[src/rtl/dmem_pkg.sv]
// Shared definitions for the data-memory arbiter: funct3 codes, requester ids,
// the first pipeline stage control struct and the access screening helper.
package dmem_pkg;

    localparam int F3_W = 3;

    localparam logic [F3_W-1:0] F3_LB  = 3'b000;
    localparam logic [F3_W-1:0] F3_LW  = 3'b010;
    localparam logic [F3_W-1:0] F3_LBU = 3'b100;

    localparam logic ID_M0 = 1'b0;
    localparam logic ID_M1 = 1'b1;

    localparam int NUM_PORTS = 2;

    // Control half of stage S1; address and data live beside it, sized by the
    // top-level parameters.
    typedef struct packed {
        logic            valid;
        logic            id;
        logic            we;
        logic [F3_W-1:0] funct3;
        logic            err;
    } s1_ctrl_t;

    function automatic logic access_err(
        input logic [F3_W-1:0] funct3,
        input logic [1:0]      addr_lo,
        input logic            out_of_range
    );
        logic bad_shape;
        case (funct3)
            F3_LB, F3_LBU: bad_shape = 1'b0;
            F3_LW:         bad_shape = (addr_lo != 2'b00);
            default:       bad_shape = 1'b1;
        endcase
        return bad_shape | out_of_range;
    endfunction

endpackage

[src/rtl/dmem_arbiter_if.sv]
// One requester's request/response bundle; master is the requester side,
// slave is the arbiter side.
interface dmem_arbiter_if #(
    parameter int DATA_WIDTH = 32,
    parameter int ADDR_WIDTH = 32
);
    logic                  req_valid;
    logic                  req_ready;
    logic                  req_we;
    logic [2:0]            req_funct3;
    logic [ADDR_WIDTH-1:0] req_addr;
    logic [DATA_WIDTH-1:0] req_wdata;
    logic                  rsp_valid;
    logic [DATA_WIDTH-1:0] rsp_rdata;
    logic                  rsp_err;

    modport master (
        output req_valid, req_we, req_funct3, req_addr, req_wdata,
        input  req_ready, rsp_valid, rsp_rdata, rsp_err
    );

    modport slave (
        input  req_valid, req_we, req_funct3, req_addr, req_wdata,
        output req_ready, rsp_valid, rsp_rdata, rsp_err
    );
endinterface

[src/rtl/dmem_arb_pick.sv]
// Two-way grant selection. Fixed m0 priority by default; defining
// DMEM_ARB_RR_EN switches to round-robin with a last-grant pointer.
module dmem_arb_pick
    import dmem_pkg::*;
(
`ifdef DMEM_ARB_RR_EN
    input  logic       clk,
    input  logic       rst,
`endif
    input  logic [1:0] valid,
    output logic [1:0] grant
);

`ifdef DMEM_ARB_RR_EN
    logic last_r;

    // Last-grant pointer; reset value makes m0 win the first conflict.
    always_ff @(posedge clk or posedge rst) begin
        if (rst) begin
            last_r <= ID_M1;
        end else if (grant != 2'b00) begin
            last_r <= grant[ID_M1];
        end else begin
            last_r <= last_r;
        end
    end

    // On conflict the port not granted last wins.
    always_comb begin
        grant = 2'b00;
        case (valid)
            2'b01:   grant = 2'b01;
            2'b10:   grant = 2'b10;
            2'b11:   grant = (last_r == ID_M1) ? 2'b01 : 2'b10;
            default: grant = 2'b00;
        endcase
    end
`else
    // Fixed priority, m0 highest.
    always_comb begin
        grant = 2'b00;
        case (valid)
            2'b01:   grant = 2'b01;
            2'b10:   grant = 2'b10;
            2'b11:   grant = 2'b01;
            default: grant = 2'b00;
        endcase
    end
`endif

endmodule

[src/rtl/dmem_arbiter.sv]
// Two-port arbiter/sequencer in front of the single-port data memory.
// Optional round-robin arbitration is selected with DMEM_ARB_RR_EN.
module dmem_arbiter
    import dmem_pkg::*;
#(
    parameter int DATA_WIDTH = 32,
    parameter int ADDR_WIDTH = 32,
    parameter int MEM_SIZE   = 64
) (
    input  logic                  clk,
    input  logic                  rst,
    dmem_arbiter_if.slave         m0,
    dmem_arbiter_if.slave         m1,
    output logic                  mem_wr_en,
    output logic [2:0]            mem_funct3,
    output logic [ADDR_WIDTH-1:0] mem_addr,
    output logic [DATA_WIDTH-1:0] mem_wr_data,
    input  logic [DATA_WIDTH-1:0] mem_rd_data
);

    localparam logic [ADDR_WIDTH-1:0] ADDR_LIMIT = ADDR_WIDTH'(MEM_SIZE * 32'sd4);

    logic [1:0]            valid_s;
    logic [1:0]            grant_s;
    logic                  accept_s;
    logic                  sel_id_s;
    logic                  sel_we_s;
    logic [2:0]            sel_funct3_s;
    logic [ADDR_WIDTH-1:0] sel_addr_s;
    logic [DATA_WIDTH-1:0] sel_wdata_s;
    logic                  sel_err_s;

    s1_ctrl_t              s1_r;
    logic [ADDR_WIDTH-1:0] s1_addr_r;
    logic [DATA_WIDTH-1:0] s1_wdata_r;
    logic                  mem_wr_en_r;

    logic [1:0]            rsp_hit_s;
    logic [DATA_WIDTH-1:0] load_data_s;
    logic [1:0]            rsp_valid_r;
    logic [1:0]            rsp_err_r;
    logic [DATA_WIDTH-1:0] rsp_rdata_r [NUM_PORTS];

    assign valid_s = {m1.req_valid, m0.req_valid};

    dmem_arb_pick u_pick (
`ifdef DMEM_ARB_RR_EN
        .clk   (clk),
        .rst   (rst),
`endif
        .valid (valid_s),
        .grant (grant_s)
    );

    assign m0.req_ready = grant_s[ID_M0];
    assign m1.req_ready = grant_s[ID_M1];
    assign accept_s     = |grant_s;

    // Route the granted request's fields and screen it before it can reach memory.
    always_comb begin
        sel_id_s     = ID_M0;
        sel_we_s     = m0.req_we;
        sel_funct3_s = m0.req_funct3;
        sel_addr_s   = m0.req_addr;
        sel_wdata_s  = m0.req_wdata;
        if (grant_s[ID_M1]) begin
            sel_id_s     = ID_M1;
            sel_we_s     = m1.req_we;
            sel_funct3_s = m1.req_funct3;
            sel_addr_s   = m1.req_addr;
            sel_wdata_s  = m1.req_wdata;
        end else begin
            sel_id_s     = ID_M0;
        end
        sel_err_s = access_err(sel_funct3_s, sel_addr_s[1:0], sel_addr_s >= ADDR_LIMIT);
    end

    // Stage S1: address/data only load on accept so the memory bus holds when idle.
    always_ff @(posedge clk or posedge rst) begin
        if (rst) begin
            s1_r        <= '0;
            s1_addr_r   <= '0;
            s1_wdata_r  <= '0;
            mem_wr_en_r <= 1'b0;
        end else if (accept_s) begin
            s1_r.valid  <= 1'b1;
            s1_r.id     <= sel_id_s;
            s1_r.we     <= sel_we_s;
            s1_r.funct3 <= sel_funct3_s;
            s1_r.err    <= sel_err_s;
            s1_addr_r   <= sel_addr_s;
            s1_wdata_r  <= sel_wdata_s;
            mem_wr_en_r <= sel_we_s & ~sel_err_s;
        end else begin
            s1_r.valid  <= 1'b0;
            mem_wr_en_r <= 1'b0;
        end
    end

    assign mem_wr_en   = mem_wr_en_r;
    assign mem_funct3  = s1_r.funct3;
    assign mem_addr    = s1_addr_r;
    assign mem_wr_data = s1_wdata_r;

    // Load data is only captured for clean loads; stores and rejects return zero.
    always_comb begin
        rsp_hit_s[ID_M0] = s1_r.valid & (s1_r.id == ID_M0);
        rsp_hit_s[ID_M1] = s1_r.valid & (s1_r.id == ID_M1);
        if (s1_r.valid & ~s1_r.we & ~s1_r.err) begin
            load_data_s = mem_rd_data;
        end else begin
            load_data_s = '0;
        end
    end

    // Response stage, steered to the requester recorded in S1.
    always_ff @(posedge clk or posedge rst) begin
        if (rst) begin
            rsp_valid_r <= 2'b00;
            rsp_err_r   <= 2'b00;
            for (int i = 0; i < NUM_PORTS; i++) begin
                rsp_rdata_r[i] <= '0;
            end
        end else begin
            rsp_valid_r <= rsp_hit_s;
            rsp_err_r   <= rsp_hit_s & {2{s1_r.err}};
            for (int i = 0; i < NUM_PORTS; i++) begin
                rsp_rdata_r[i] <= rsp_hit_s[i] ? load_data_s : '0;
            end
        end
    end

    assign m0.rsp_valid = rsp_valid_r[ID_M0];
    assign m0.rsp_err   = rsp_err_r[ID_M0];
    assign m0.rsp_rdata = rsp_rdata_r[ID_M0];
    assign m1.rsp_valid = rsp_valid_r[ID_M1];
    assign m1.rsp_err   = rsp_err_r[ID_M1];
    assign m1.rsp_rdata = rsp_rdata_r[ID_M1];

endmodule

[src/flat_wrapper.sv]
// flat-port wrapper written by rule: the top's interface ports become plain ports
module dmem_arbiter_flat import dmem_pkg::*;
#(
    parameter int DATA_WIDTH = 32,
    parameter int ADDR_WIDTH = 32,
    parameter int MEM_SIZE   = 64
)
  (clk, rst, mem_wr_en, mem_funct3, mem_addr, mem_wr_data, mem_rd_data, m0_req_valid, m0_req_we, m0_req_funct3, m0_req_addr, m0_req_wdata, m0_req_ready, m0_rsp_valid, m0_rsp_rdata, m0_rsp_err, m1_req_valid, m1_req_we, m1_req_funct3, m1_req_addr, m1_req_wdata, m1_req_ready, m1_rsp_valid, m1_rsp_rdata, m1_rsp_err);
  dmem_arbiter_if #(.DATA_WIDTH(DATA_WIDTH), .ADDR_WIDTH(ADDR_WIDTH)) m0_i ();
  dmem_arbiter_if #(.DATA_WIDTH(DATA_WIDTH), .ADDR_WIDTH(ADDR_WIDTH)) m1_i ();
  input  logic clk;
  input  logic rst;
  output logic mem_wr_en;
  output logic [2:0] mem_funct3;
  output logic [ADDR_WIDTH-1:0] mem_addr;
  output logic [DATA_WIDTH-1:0] mem_wr_data;
  input  logic [DATA_WIDTH-1:0] mem_rd_data;
  input wire logic [$bits(m0_i.req_valid)-1:0] m0_req_valid;
  input wire logic [$bits(m0_i.req_we)-1:0] m0_req_we;
  input wire logic [$bits(m0_i.req_funct3)-1:0] m0_req_funct3;
  input wire logic [$bits(m0_i.req_addr)-1:0] m0_req_addr;
  input wire logic [$bits(m0_i.req_wdata)-1:0] m0_req_wdata;
  output wire logic [$bits(m0_i.req_ready)-1:0] m0_req_ready;
  output wire logic [$bits(m0_i.rsp_valid)-1:0] m0_rsp_valid;
  output wire logic [$bits(m0_i.rsp_rdata)-1:0] m0_rsp_rdata;
  output wire logic [$bits(m0_i.rsp_err)-1:0] m0_rsp_err;
  input wire logic [$bits(m1_i.req_valid)-1:0] m1_req_valid;
  input wire logic [$bits(m1_i.req_we)-1:0] m1_req_we;
  input wire logic [$bits(m1_i.req_funct3)-1:0] m1_req_funct3;
  input wire logic [$bits(m1_i.req_addr)-1:0] m1_req_addr;
  input wire logic [$bits(m1_i.req_wdata)-1:0] m1_req_wdata;
  output wire logic [$bits(m1_i.req_ready)-1:0] m1_req_ready;
  output wire logic [$bits(m1_i.rsp_valid)-1:0] m1_rsp_valid;
  output wire logic [$bits(m1_i.rsp_rdata)-1:0] m1_rsp_rdata;
  output wire logic [$bits(m1_i.rsp_err)-1:0] m1_rsp_err;
  assign m0_i.req_valid = m0_req_valid;
  assign m0_i.req_we = m0_req_we;
  assign m0_i.req_funct3 = m0_req_funct3;
  assign m0_i.req_addr = m0_req_addr;
  assign m0_i.req_wdata = m0_req_wdata;
  assign m0_req_ready = m0_i.req_ready;
  assign m0_rsp_valid = m0_i.rsp_valid;
  assign m0_rsp_rdata = m0_i.rsp_rdata;
  assign m0_rsp_err = m0_i.rsp_err;
  assign m1_i.req_valid = m1_req_valid;
  assign m1_i.req_we = m1_req_we;
  assign m1_i.req_funct3 = m1_req_funct3;
  assign m1_i.req_addr = m1_req_addr;
  assign m1_i.req_wdata = m1_req_wdata;
  assign m1_req_ready = m1_i.req_ready;
  assign m1_rsp_valid = m1_i.rsp_valid;
  assign m1_rsp_rdata = m1_i.rsp_rdata;
  assign m1_rsp_err = m1_i.rsp_err;
  dmem_arbiter #(.DATA_WIDTH(DATA_WIDTH), .ADDR_WIDTH(ADDR_WIDTH), .MEM_SIZE(MEM_SIZE)) u_core (.clk(clk), .rst(rst), .m0(m0_i), .m1(m1_i), .mem_wr_en(mem_wr_en), .mem_funct3(mem_funct3), .mem_addr(mem_addr), .mem_wr_data(mem_wr_data), .mem_rd_data(mem_rd_data));
endmodule
[config.mk]
export PLATFORM = sky130hd
export DESIGN_NAME = dmem_arbiter_flat
export DESIGN_NICKNAME = d
export VERILOG_FILES = /design/src/rtl/dmem_pkg.sv /design/src/rtl/dmem_arbiter_if.sv /design/src/rtl/dmem_arb_pick.sv /design/src/rtl/dmem_arbiter.sv /design/src/flat_wrapper.sv
export SDC_FILE = /design/constraint.sdc
export NUM_CORES = 1
export LEC_CHECK = 0
export CAP_MARGIN = 15
export CORE_UTILIZATION = 39
export CTS_CLUSTER_SIZE = 8
export DETAILED_ROUTE_END_ITERATION = 10
export MAX_ROUTING_LAYER = met4
export PLACE_DENSITY_LB_ADDON = 0.12
export SLEW_MARGIN = 20
export SYNTH_ARGS = -nofsm -noshare
export SYNTH_HDL_FRONTEND = slang
export SYNTH_SLANG_ARGS = --single-unit
[constraint.sdc]
create_clock -name clk -period 5.05 [get_ports clk]
set_clock_uncertainty 0.1 [all_clocks]
set_input_delay 0.505 -clock clk [delete_from_list [all_inputs] [get_ports clk]]
set_output_delay 0.505 -clock clk [all_outputs]
set_load 0.02 [all_outputs]
==> metrics.md, run 1 <==
| Metric | Value |
|---|---|
| Critical Path RT | `approximately 4.5 ns` |
| Post-Synthesis Cell Area | `5617 um2` |
| Drt via density | `just under 5` |
| Ys async rst share | `100.0%` |
| Max Clk Rate | `384.3 MHz` |
| Drt wl/cell | `17.50 um` |
| Final ANT Viol Nets | `0` |
| Top Family by Delay on Critical Path | `buffers and inverters` |
| I/O pin count | `310` |
| Layout cells sized above 1 | `5.764%` |
| Drt pass-1 iters | `4` |
| Met3 Use GR | `8.521%` |
| Die W | `122.0 um` |
| Total GRT Usage | `roughly a quarter` |
| # hold bufs at CTS | `0` |
| Hold Violations, Final | `0` |
| Initial Util | `around two fifths` |
| PortBufs | `309` |
| CTS clk-pin slew, worst paths | `0.06 ns` |
| Crit-path cells | `buf_4 > nand2b_4 > inv_2 > clkdlybuf4s50_1` |
| Area growth, synth to finish | `68.03%` |
| Final Max Slew Viols | `0` |
| RSZ-0062 raised after global routing | `no` |
| Htree depth | `4` |
| Via count | `roughly 4700` |
| Setup Viol. Count Final | `0` |
| Share of the synthesized area in the top cell type | `62.37%` |
| Mapped Nets | `656` |
| Number of global-route vias before repair | `4813` |
| Die area | `14890 um2` |
| Total power | `between 2 and 3 mW` |
| Setup bufs post-CTS | `0` |
| Diodes inserted | `0` |
| Status | `completed` |
| Post-Synth Adder-Cell Area | `0%` |
| Num CTS Buffers | `17` |
| Most common cell in the netlist | `dfrtp_1` |
| Reg2reg setup slack | `3.65 ns` |
| Drt total wl | `17.11 mm` |
| Routing usage on met1 | `26.80%` |
| Hold_ws | `0.3410 ns` |
| Row Count | `43` |
| Clock Tree Root | `clkbuf_16` |
| CTS tree | `done` |
| Tcrit/Tclk final | `51.53%` |
| Synth area leaders | `dfrtp_1, mux2i_1, and2_1` |
| Crit path buf inv count | `3` |
| CP peak stage delay | `approximately 0.54 ns` |
| Tmin final | `2.602 ns` |
| Final Non-Filler Cells | `978` |
| Max_cap viols | `0` |
| Xor/xnor cell area share of the yosys netlist | `0%` |
| Avg Cell Area, Syn | `roughly 12 um2` |
| Least-Margin Pin Slew | `1.060 ns` |
| Met2 GRT Util | `38.35%` |
| Final GP Congestion | `0.8240` |
| HP Class | `input port to async pin` |
| Finished Core Util | `roughly 67%` |
| Maximum fanout along the worst path | `78` |
| PostCTS Resize Cnt | `0` |
| Num Clock Sinks | `140` |
| Arr. time, crit path | `roughly 2 ns` |
| Compound-Gate Fraction of Synth Area | `roughly 7.3%` |
| Iteration-0 DRC Markers | `183` |
| Pleak | `between 4 and 5 nW` |
| Setup TNS | `0 ns` |
| Core box area | `13990 um2` |
| Worst VDD drop | `roughly 230 uV` |
| Post-DP HPWL | `12.57 mm` |
| Initial antenna violation count | `0` |
| Largest family of logic cells by synthesized area | `simple AND/OR/NAND/NOR gates` |
| Multiplexer area fraction after synthesis | `between 10% and 20%` |
| Synth top cells by count | `dfrtp_1, o21ai_0, mux2i_1, nand2_1, and2_1` |
| Yosys warnings | `0` |
| Max_slew headroom | `29.35%` |
| CP Launch Type | `input port` |
| Number of flops mapped to enable cells by yosys | `0` |
| DRC | `0` |
| CP endpoint kind | `output port` |
| CTS max path bufs | `2` |
| Critical-path top delay cell | `clkdlybuf4s50_1` |
| First-pass GRT wire length | `25.43 mm` |
| Global route overflow | `0` |
| Die Ht | `122.0 um` |
| Sequential fraction of the synthesis area | `between 60% and 70%` |
| Top FF cell, synth | `dfrtp_1` |
| Post-synth cell types | `25` |
| # nets final | `roughly 960` |
| GR peak layer | `met2` |
| #FFs+latches synth | `140` |
| Power Density | `309.6 nW/um2` |
| Skew-Pair Late Insertion Delay | `0.41 ns` |
| Critical path type | `input port to output port` |
| Area leader, netlist | `dfrtp_1` |
| Placed insts | `945` |
| Maximum number of pins on one net before global-route repair | `about 110` |
| Simple-gate area share of the yosys netlist | `15.13%` |
| Post-Synthesis Cells | `484` |
-- state kept, by name, summed over array words and instances (netlist names) --
signal and flops:
u_core.m0.rsp_rdata 32, u_core.m1.rsp_rdata 32, u_core.mem_addr 32, u_core.mem_funct3 3
u_core.mem_wr_data 32, u_core.mem_wr_en 1, u_core.rsp_err_r 2, u_core.rsp_valid_r 2
u_core.s1_r 4
-- logic make-up after synthesis --
kind of cell    Yosys count
simple gates            163
buf+inv                  35
flops                   140
compound gates           77
mux                      69
-- placed cells by master (no fill, tap or decap) --
cell type and instances:
clkdlybuf4s50_1 307, dfrtp_1 140, o21ai_0 71, mux2i_1 69, nand2_1 69, and2_1 66
clkbuf_16 17, nor4_1 8, buf_4 7, nor2_1 5, nand3_1 4, clkinvlp_4 4
clkbuf_1 3, bufinv_16 3, clkinv_2 3, nor3b_2 2, and3_1 2, nand4_1 2
nor3_1 2, o21ai_1 2, clkinv_4 2, or2_2 1, nand2b_4 1, inv_2 1
nor2b_2 1, o311ai_2 1, o311ai_1 1, a211oi_2 1, a31oi_1 1, clkbuf_8 1
buf_16 1
-- power breakdown --
group	switching [mW]	internal [mW]	total [mW]	leakage (nW)
registers	0.0295	1.18	1.21	1.81
logic	0.213	0.258	0.471	2.12
clock network	0.457	0.787	1.24	0.279
total	0.700	2.22	2.92	4.21
-- final cells by class --
type / instances / area (um2)
Multi-Input combinational cell: 309 / 1949
Clock inverter: 11 / 143.9
Inverter: 2 / 12.51
Fill cell: 1095 / 4551
Sequential cell: 140 / 3503
Timing Repair Buffer: 315 / 3153
Clock buffer: 21 / 450.4
Tap cell: 180 / 225.2
-- routing by layer --
layer / routed length [um] / vias up / part of all wire (%)
met3: 1639 / 26 / 9.6
met1: 6479 / 2232 / 38
met4: 425 / 0 / 2.5
li1: - / 2233 / -
met5: 0 / - / 0
met2: 8569 / 215 / 50
-- path summary, 6_finish.rpt --
check                                     from                      end  cells past startpoint
min in group clk                u_core.s1_r[5]    u_core.rsp_valid_r[0]                      1
worst min-delay path                       rst  u_core.m0.rsp_rdata[22]                      2
worst max register to register  u_core.s1_r[5]  u_core.m0.rsp_rdata[21]                      4
worst min register to register  u_core.s1_r[5]    u_core.rsp_valid_r[0]                      1
worst max-delay path              m0_req_valid             m1_req_ready                      4
max in group asynchronous                  rst     u_core.mem_funct3[2]                      4
-- worst register-to-register path, delay by kind of cell, from the launching register on --
kind,cells,cell delay [ns]
buffers and inverters,1,0.30
and+or+nand+nor,3,0.53
DFF,1,0.40
-- per-stage QoR --
step	setup slack, ns	cell area [um2]
4_1_cts	2.461	9410
3_5_place_dp	2.461	8816
6_report	2.448	9438
2_1_floorplan	0.6921	5617
3_3_place_gp	2.490	8816
5_1_grt	2.358	9438
Note: power is estimated with default switching activity, not from simulation.
==> inputs of run 2 (changes only) <==
clock period = 2.7 ns   (was 5.05 ns; I/O delays follow)
==> metrics.md, run 2 (same netlist as run 1, synthesis figures left out) <==
| Metric | Value |
|---|---|
| Status | `completed` |
| Critical-path top delay cell | `clkdlybuf4s50_1` |
| Pint | `4.264 mW (+92%)` |
| Drt total wl | `17.75 mm (+3.7%)` |
| Maximum fanout along the worst path | `19 (-76%)` |
| Seq pwr share | `40.1% (-1.2 points)` |
| Footprint of the multi-input gates | `1949 um2 (unchanged)` |
| PortBufs | `309 (unchanged)` |
| Reg area | `3503 um2 (unchanged)` |
| Most common cell after layout, fill and taps aside | `clkdlybuf4s50_1` |
| Switch Pwr | `1.360 mW (+94%)` |
| CTS clk-pin slew, worst paths | `0.06 ns (about the same)` |
| Via count | `4739 (+0.70%)` |
| Least-Margin Pin Slew | `0.9063 ns (-0.1533 ns)` |
| Number of global-route vias before repair | `4949 (+2.8%)` |
| Max_cap viols | `0 (unchanged)` |
| Setup Viol. Count Final | `0 (unchanged)` |
| Iteration-0 DRC Markers | `177 (-3.3%)` |
| Clock Tree Root | `clkbuf_16` |
| R2R depth | `4 (unchanged)` |
| Drt pass-1 iters | `4 (unchanged)` |
| Worst setup endpoint | `m1_req_ready` |
| Core box area | `13990 um2 (unchanged)` |
| Setup bufs post-CTS | `0 (unchanged)` |
| Clock share of power | `44.1% (+1.5 points)` |
| Tcrit/Tclk final | `67.93%` |
| Global route overflow | `0 (unchanged)` |
| Tmin final | `about 1.8 ns` |
| Reg2reg setup slack | `1.30 ns (-2.35 ns)` |
| HP Class | `input port to register` |
| Initial Util | `40.15% (unchanged)` |
| Area growth, synth to finish | `69.57%` |
| RSZ-0062 raised after global routing | `no` |
| Worst VDD drop | `415.6 uV (+78%)` |
| Top Family by Delay on Critical Path | `buffers and inverters` |
| Switching share of total power | `24.19% (+0.24 points)` |
| Worst reg2reg path endpoint | `u_core.m1.rsp_rdata[28]` |
| CP Launch Type | `input port` |
| Initial antenna violation count | `0 (unchanged)` |
| Maximum number of pins on one net before global-route repair | `111 (unchanged)` |
| Final GP Congestion | `0.8170 (-0.85%)` |
| Num Clock Sinks | `140 (unchanged)` |
| Skew-Pair Late Insertion Delay | `0.42 ns (about the same)` |
| Num CTS Buffers | `17 (unchanged)` |
| CTS tree | `done` |
| CP Depth | `4 (unchanged)` |
| I/O pin count | `310 (unchanged)` |
| R2r startpoint | `u_core.s1_r[5]` |
| Drt via density | `4.826 (+0.29%)` |
| DRC | `0 (unchanged)` |
| # nets final | `961 (+0.42%)` |
| Max Clk Rate | `545.2 MHz` |
| Most frequent cells in the layout | `clkdlybuf4s50_1, dfrtp_1, o21ai_0` |
| Die Ht | `122.0 um (unchanged)` |
| CP peak stage delay | `0.63 ns (+0.09 ns)` |
| Arr. time, crit path | `1.46 ns (-0.54 ns)` |
| Worst Setup SP | `m1_req_valid` |
| Critical Path RT | `2.33 ns (-2.12 ns)` |
| Pleak | `4.252 nW (+0.99%)` |
| Total GRT Usage | `24.87% (+1.1 points)` |
| Drt wl/cell | `18.07 um (+3.3%)` |
| Layout cells sized above 1 | `6.484% (+0.72 points)` |
| Hold Violations, Final | `0 (unchanged)` |
| Crit-path cells | `buf_4 > nand2b_4 > inv_2 > clkdlybuf4s50_1` |
| First-pass GRT wire length | `26.29 mm (+3.4%)` |
| Critical path type | `input port to output port` |
| Row Count | `43 (unchanged)` |
| PostCTS Resize Cnt | `0 (unchanged)` |
| # fillers | `1060 (-3.2%)` |
| Diodes inserted | `0 (unchanged)` |
| Crit path buf inv count | `3 (unchanged)` |
| Setup TNS | `0 ns (unchanged)` |
| Die area | `14890 um2 (unchanged)` |
| Power Density | `590.5 nW/um2 (+91%)` |
| Post-DP HPWL | `13.24 mm (+5.4%)` |
| Final Max Slew Viols | `0 (unchanged)` |
| Final ANT Viol Nets | `0 (unchanged)` |
| Combinational Power Share | `15.8% (-0.3 points)` |
| CTS max path bufs | `2 (unchanged)` |
| Total power | `5.624 mW (+92%)` |
| Die W | `122.0 um (unchanged)` |
| Htree depth | `4 (unchanged)` |
| CP endpoint kind | `output port` |
| # hold bufs at CTS | `0 (unchanged)` |
| Max_slew headroom | `39.58% (+10 points)` |
==> run 2: changes by cell type in the layout (fill, tap and decap cells not counted) <==
cell       change
inv_6          +1
buf_4          +2
clkinv_4       +2
clkinv_2       -2
clkbuf_1       -2
buf_16         -1
buf_12         +3
bufinv_16      +1
==> run 2: metal layers <==
metal | track usage, % | vias up | wire length (um)
met5 | - | - | 0
met4 | 10.80 | 0 | 478
met3 | 10.02 | 37 | 1789
met2 | 42.02 | 211 | 8931
met1 | 25.29 | 2251 | 6546
li1 | - | 2240 | -
==> run 2: worst min path at each step <==
stage / slack (ns) / from / end / cells past startpoint
2_1_floorplan: 0.29 / m0_req_addr[0] / u_core.mem_addr[0] / 2
3_3_place_gp: 0.38 / u_core.s1_r[5] / u_core.rsp_valid_r[0] / 1
3_5_place_dp: 0.39 / u_core.s1_r[5] / u_core.rsp_valid_r[0] / 1
4_1_cts: 0.11 / m0_req_valid / u_core.s1_r[5] / 2
5_1_grt: 0.18 / m0_req_valid / u_core.mem_addr[14] / 3
6_report: 0.13 / m0_req_valid / u_core.s1_r[5] / 2
==> run 2: area by class of cell <==
cell class / instances / area share [%]
clock buffer: 19 / 4.651
clock inverter: 13 / 2.010
inverter: 2 / 0.1182
multi-input combinational: 309 / 20.47
sequential: 140 / 36.78
tap: 180 / 2.365
timing repair buffer: 319 / 33.60
==> run 2: per-stage QoR <==
step                cell area [um2]  utilization, %  setup slack, ns  std cells  hold slack, ns
floorplan                      5620               -           0.5809        484          0.2868
global placement               8890           63.55           0.8237        950          0.3797
detailed placement             8890           63.55           0.8065        950          0.3917
CTS                            9524           68.09           0.8544        982          0.1128
global route                   9524           68.09           0.8106        982          0.1815
finish                         9524           68.09           0.8659        982          0.1328
==> run 2: power groups by stage <==
stage	logic [mW]	registers (mW)	clock network, mW
after floorplan	0.234	2.40	0
after global placement	0.882	2.29	0
after detailed placement	0.895	2.29	0
after CTS	0.900	2.26	2.53
after global routing	0.954	2.27	2.62
final	0.890	2.26	2.48
==> inputs of run 3 (changes only) <==
clock period = 1.9 ns   (was 2.7 ns; I/O delays follow)
==> metrics.md, run 3 (same netlist as run 1, synthesis figures left out) <==
| Metric | Value |
|---|---|
| Post-DP HPWL | `12.98 mm (-1.9%)` |
| Max Clk Rate | `just under 600 MHz` |
| Tmin final | `between 1.5 and 2 ns` |
| Pint | `5.981 mW (+40%)` |
| Power Density | `826.5 nW/um2 (+40%)` |
| CP Depth | `1 (-3)` |
| Final Max Slew Viols | `0 (unchanged)` |
| Final GP Congestion | `0.8244 (+0.91%)` |
| Most frequent cells in the layout | `clkdlybuf4s50_1, dfrtp_1, o21ai_0` |
| Switch Pwr | `1.875 mW (+38%)` |
| Core box area | `13990 um2 (unchanged)` |
| CP peak stage delay | `0.64 ns (about the same)` |
| Skew-Pair Late Insertion Delay | `0.41 ns (about the same)` |
| Num CTS Buffers | `17 (unchanged)` |
| Final ANT Viol Nets | `0 (unchanged)` |
| Arr. time, crit path | `1.43 ns (-0.03 ns)` |
| Drt pass-1 iters | `4 (unchanged)` |
| I/O pin count | `310 (unchanged)` |
| CP endpoint kind | `output port` |
| Reg2reg setup slack | `0.51 ns (-0.79 ns)` |
| Combinational Power Share | `16.1% (+0.3 points)` |
| First-pass GRT wire length | `26.30 mm (about the same)` |
| # nets final | `961 (unchanged)` |
| Row Count | `43 (unchanged)` |
| Clock Tree Root | `clkbuf_16` |
| Total power | `7.855 mW (+40%)` |
| Via count | `4799 (+1.3%)` |
| CTS tree | `done` |
| Setup TNS | `0 ns (unchanged)` |
| Critical Path RT | `1.61 ns (-0.72 ns)` |
| Status | `completed` |
| Setup Viol. Count Final | `0 (unchanged)` |
| Clock share of power | `43.1% (-1.0 points)` |
| Initial Util | `40.15% (unchanged)` |
| Setup bufs post-CTS | `0 (unchanged)` |
| Global route overflow | `0 (unchanged)` |
| Initial antenna violation count | `0 (unchanged)` |
| Layout cells sized above 1 | `6.484% (unchanged)` |
| Drt wl/cell | `18.13 um (+0.30%)` |
| Critical-path top delay cell | `clkdlybuf4s50_1` |
| Maximum fanout along the worst path | `2 (-17)` |
| Crit-path cells | `clkdlybuf4s50_1` |
| Die area | `14890 um2 (unchanged)` |
| Die Ht | `122.0 um (unchanged)` |
| Critical path type | `register to output port` |
| R2R depth | `4 (unchanged)` |
| # hold bufs at CTS | `0 (unchanged)` |
| Worst reg2reg path endpoint | `u_core.m0.rsp_rdata[0]` |
| Top Family by Delay on Critical Path | `buffers and inverters` |
| RSZ-0062 raised after global routing | `no` |
| Tcrit/Tclk final | `90.54%` |
| Hold_ws | `0.1436 ns (+0.01084 ns)` |
| Die W | `122.0 um (unchanged)` |
| Seq pwr share | `40.8% (+0.7 points)` |
| # fillers | `1086 (+2.5%)` |
| CTS max path bufs | `2 (unchanged)` |
| Pleak | `4.247 nW (-0.10%)` |
| Maximum number of pins on one net before global-route repair | `122 (+9.9%)` |
| Worst VDD drop | `548.4 uV (+32%)` |
| Total GRT Usage | `24.68% (-0.19 points)` |
| Drt via density | `4.882 (+1.2%)` |
| Iteration-0 DRC Markers | `222 (+25%)` |
| DRC | `0 (unchanged)` |
| Hold Violations, Final | `0 (unchanged)` |
| R2r startpoint | `u_core.s1_r[5]` |
| CTS clk-pin slew, worst paths | `0.06 ns (about the same)` |
| Least-Margin Pin Slew | `0.5126 ns (-0.3937 ns)` |
| Number of global-route vias before repair | `4991 (+0.85%)` |
| Htree depth | `4 (unchanged)` |
| Max_cap viols | `0 (unchanged)` |
| Num Clock Sinks | `140 (unchanged)` |
| Most common cell after layout, fill and taps aside | `clkdlybuf4s50_1` |
| Area growth, synth to finish | `69.21%` |
| CP Launch Type | `register` |
| Switching share of total power | `23.87% (-0.32 points)` |
| Worst setup endpoint | `mem_wr_data[25]` |
| Max_slew headroom | `65.83% (+26 points)` |
| Worst Setup SP | `u_core.mem_wr_data[25]` |
| Crit path buf inv count | `1 (-2)` |
| Drt total wl | `17.82 mm (+0.40%)` |
| PortBufs | `309 (unchanged)` |
| PostCTS Resize Cnt | `0 (unchanged)` |
| HP Class | `input port to async pin` |
[run 3: changes by cell type in the layout (fill, tap and decap cells not counted)]
cell,previous run,this run
bufinv_16,4,3
clkinv_4,4,1
clkbuf_8,1,3
diode_2,0,1
inv_6,1,0
clkinv_2,1,4
[run 3: cell type report]
| class | instances | area (um2) | share of cell area, % |
|---|---|---|---|
| Antenna cell | 1 | 2.502 | 0.02633 |
| Sequential cell | 140 | 3503 | 36.86 |
| Tap cell | 180 | 225.2 | 2.370 |
| Clock inverter | 11 | 141.4 | 1.488 |
| Timing Repair Buffer | 319 | 3201 | 33.68 |
| Inverter | 2 | 11.26 | 0.1185 |
| Multi-Input combinational cell | 309 | 1949 | 20.51 |
| Clock buffer | 21 | 470.5 | 4.950 |
[run 3: stage by stage]
step                      cell area (um2)  setup WS (ns)  utilization (%)  std cells
after floorplan                      5620        -0.1391                -        484
after detailed placement             8890       -0.02623            63.55        950
final                                9504         0.1798            67.94        983
after global routing                 9502         0.1459            67.92        982
after CTS                            9502         0.1642            67.92        982
after global placement               8890       0.009531            63.55        950
[run 3: power by group through the flow]
stage,clock network [mW],logic [mW],registers [mW]
2_1_floorplan,0,0.333,3.42
3_3_place_gp,0,1.26,3.25
3_5_place_dp,0,1.27,3.26
4_1_cts,3.45,1.28,3.21
5_1_grt,3.59,1.36,3.22
6_report,3.38,1.27,3.21
[run 3: layer usage]
metal	wire, um	global-route usage, %
met5	0	-
met4	331	9.645
met3	1784	9.551
met2	8938	41.03
met1	6763	26.36
[run 3: worst min-delay path by stage]
stage                                       end
after floorplan              u_core.mem_addr[0]
after global placement    u_core.rsp_valid_r[0]
after detailed placement  u_core.rsp_valid_r[0]
after CTS                 u_core.rsp_valid_r[0]
after global routing      u_core.rsp_valid_r[0]
final                     u_core.rsp_valid_r[0]
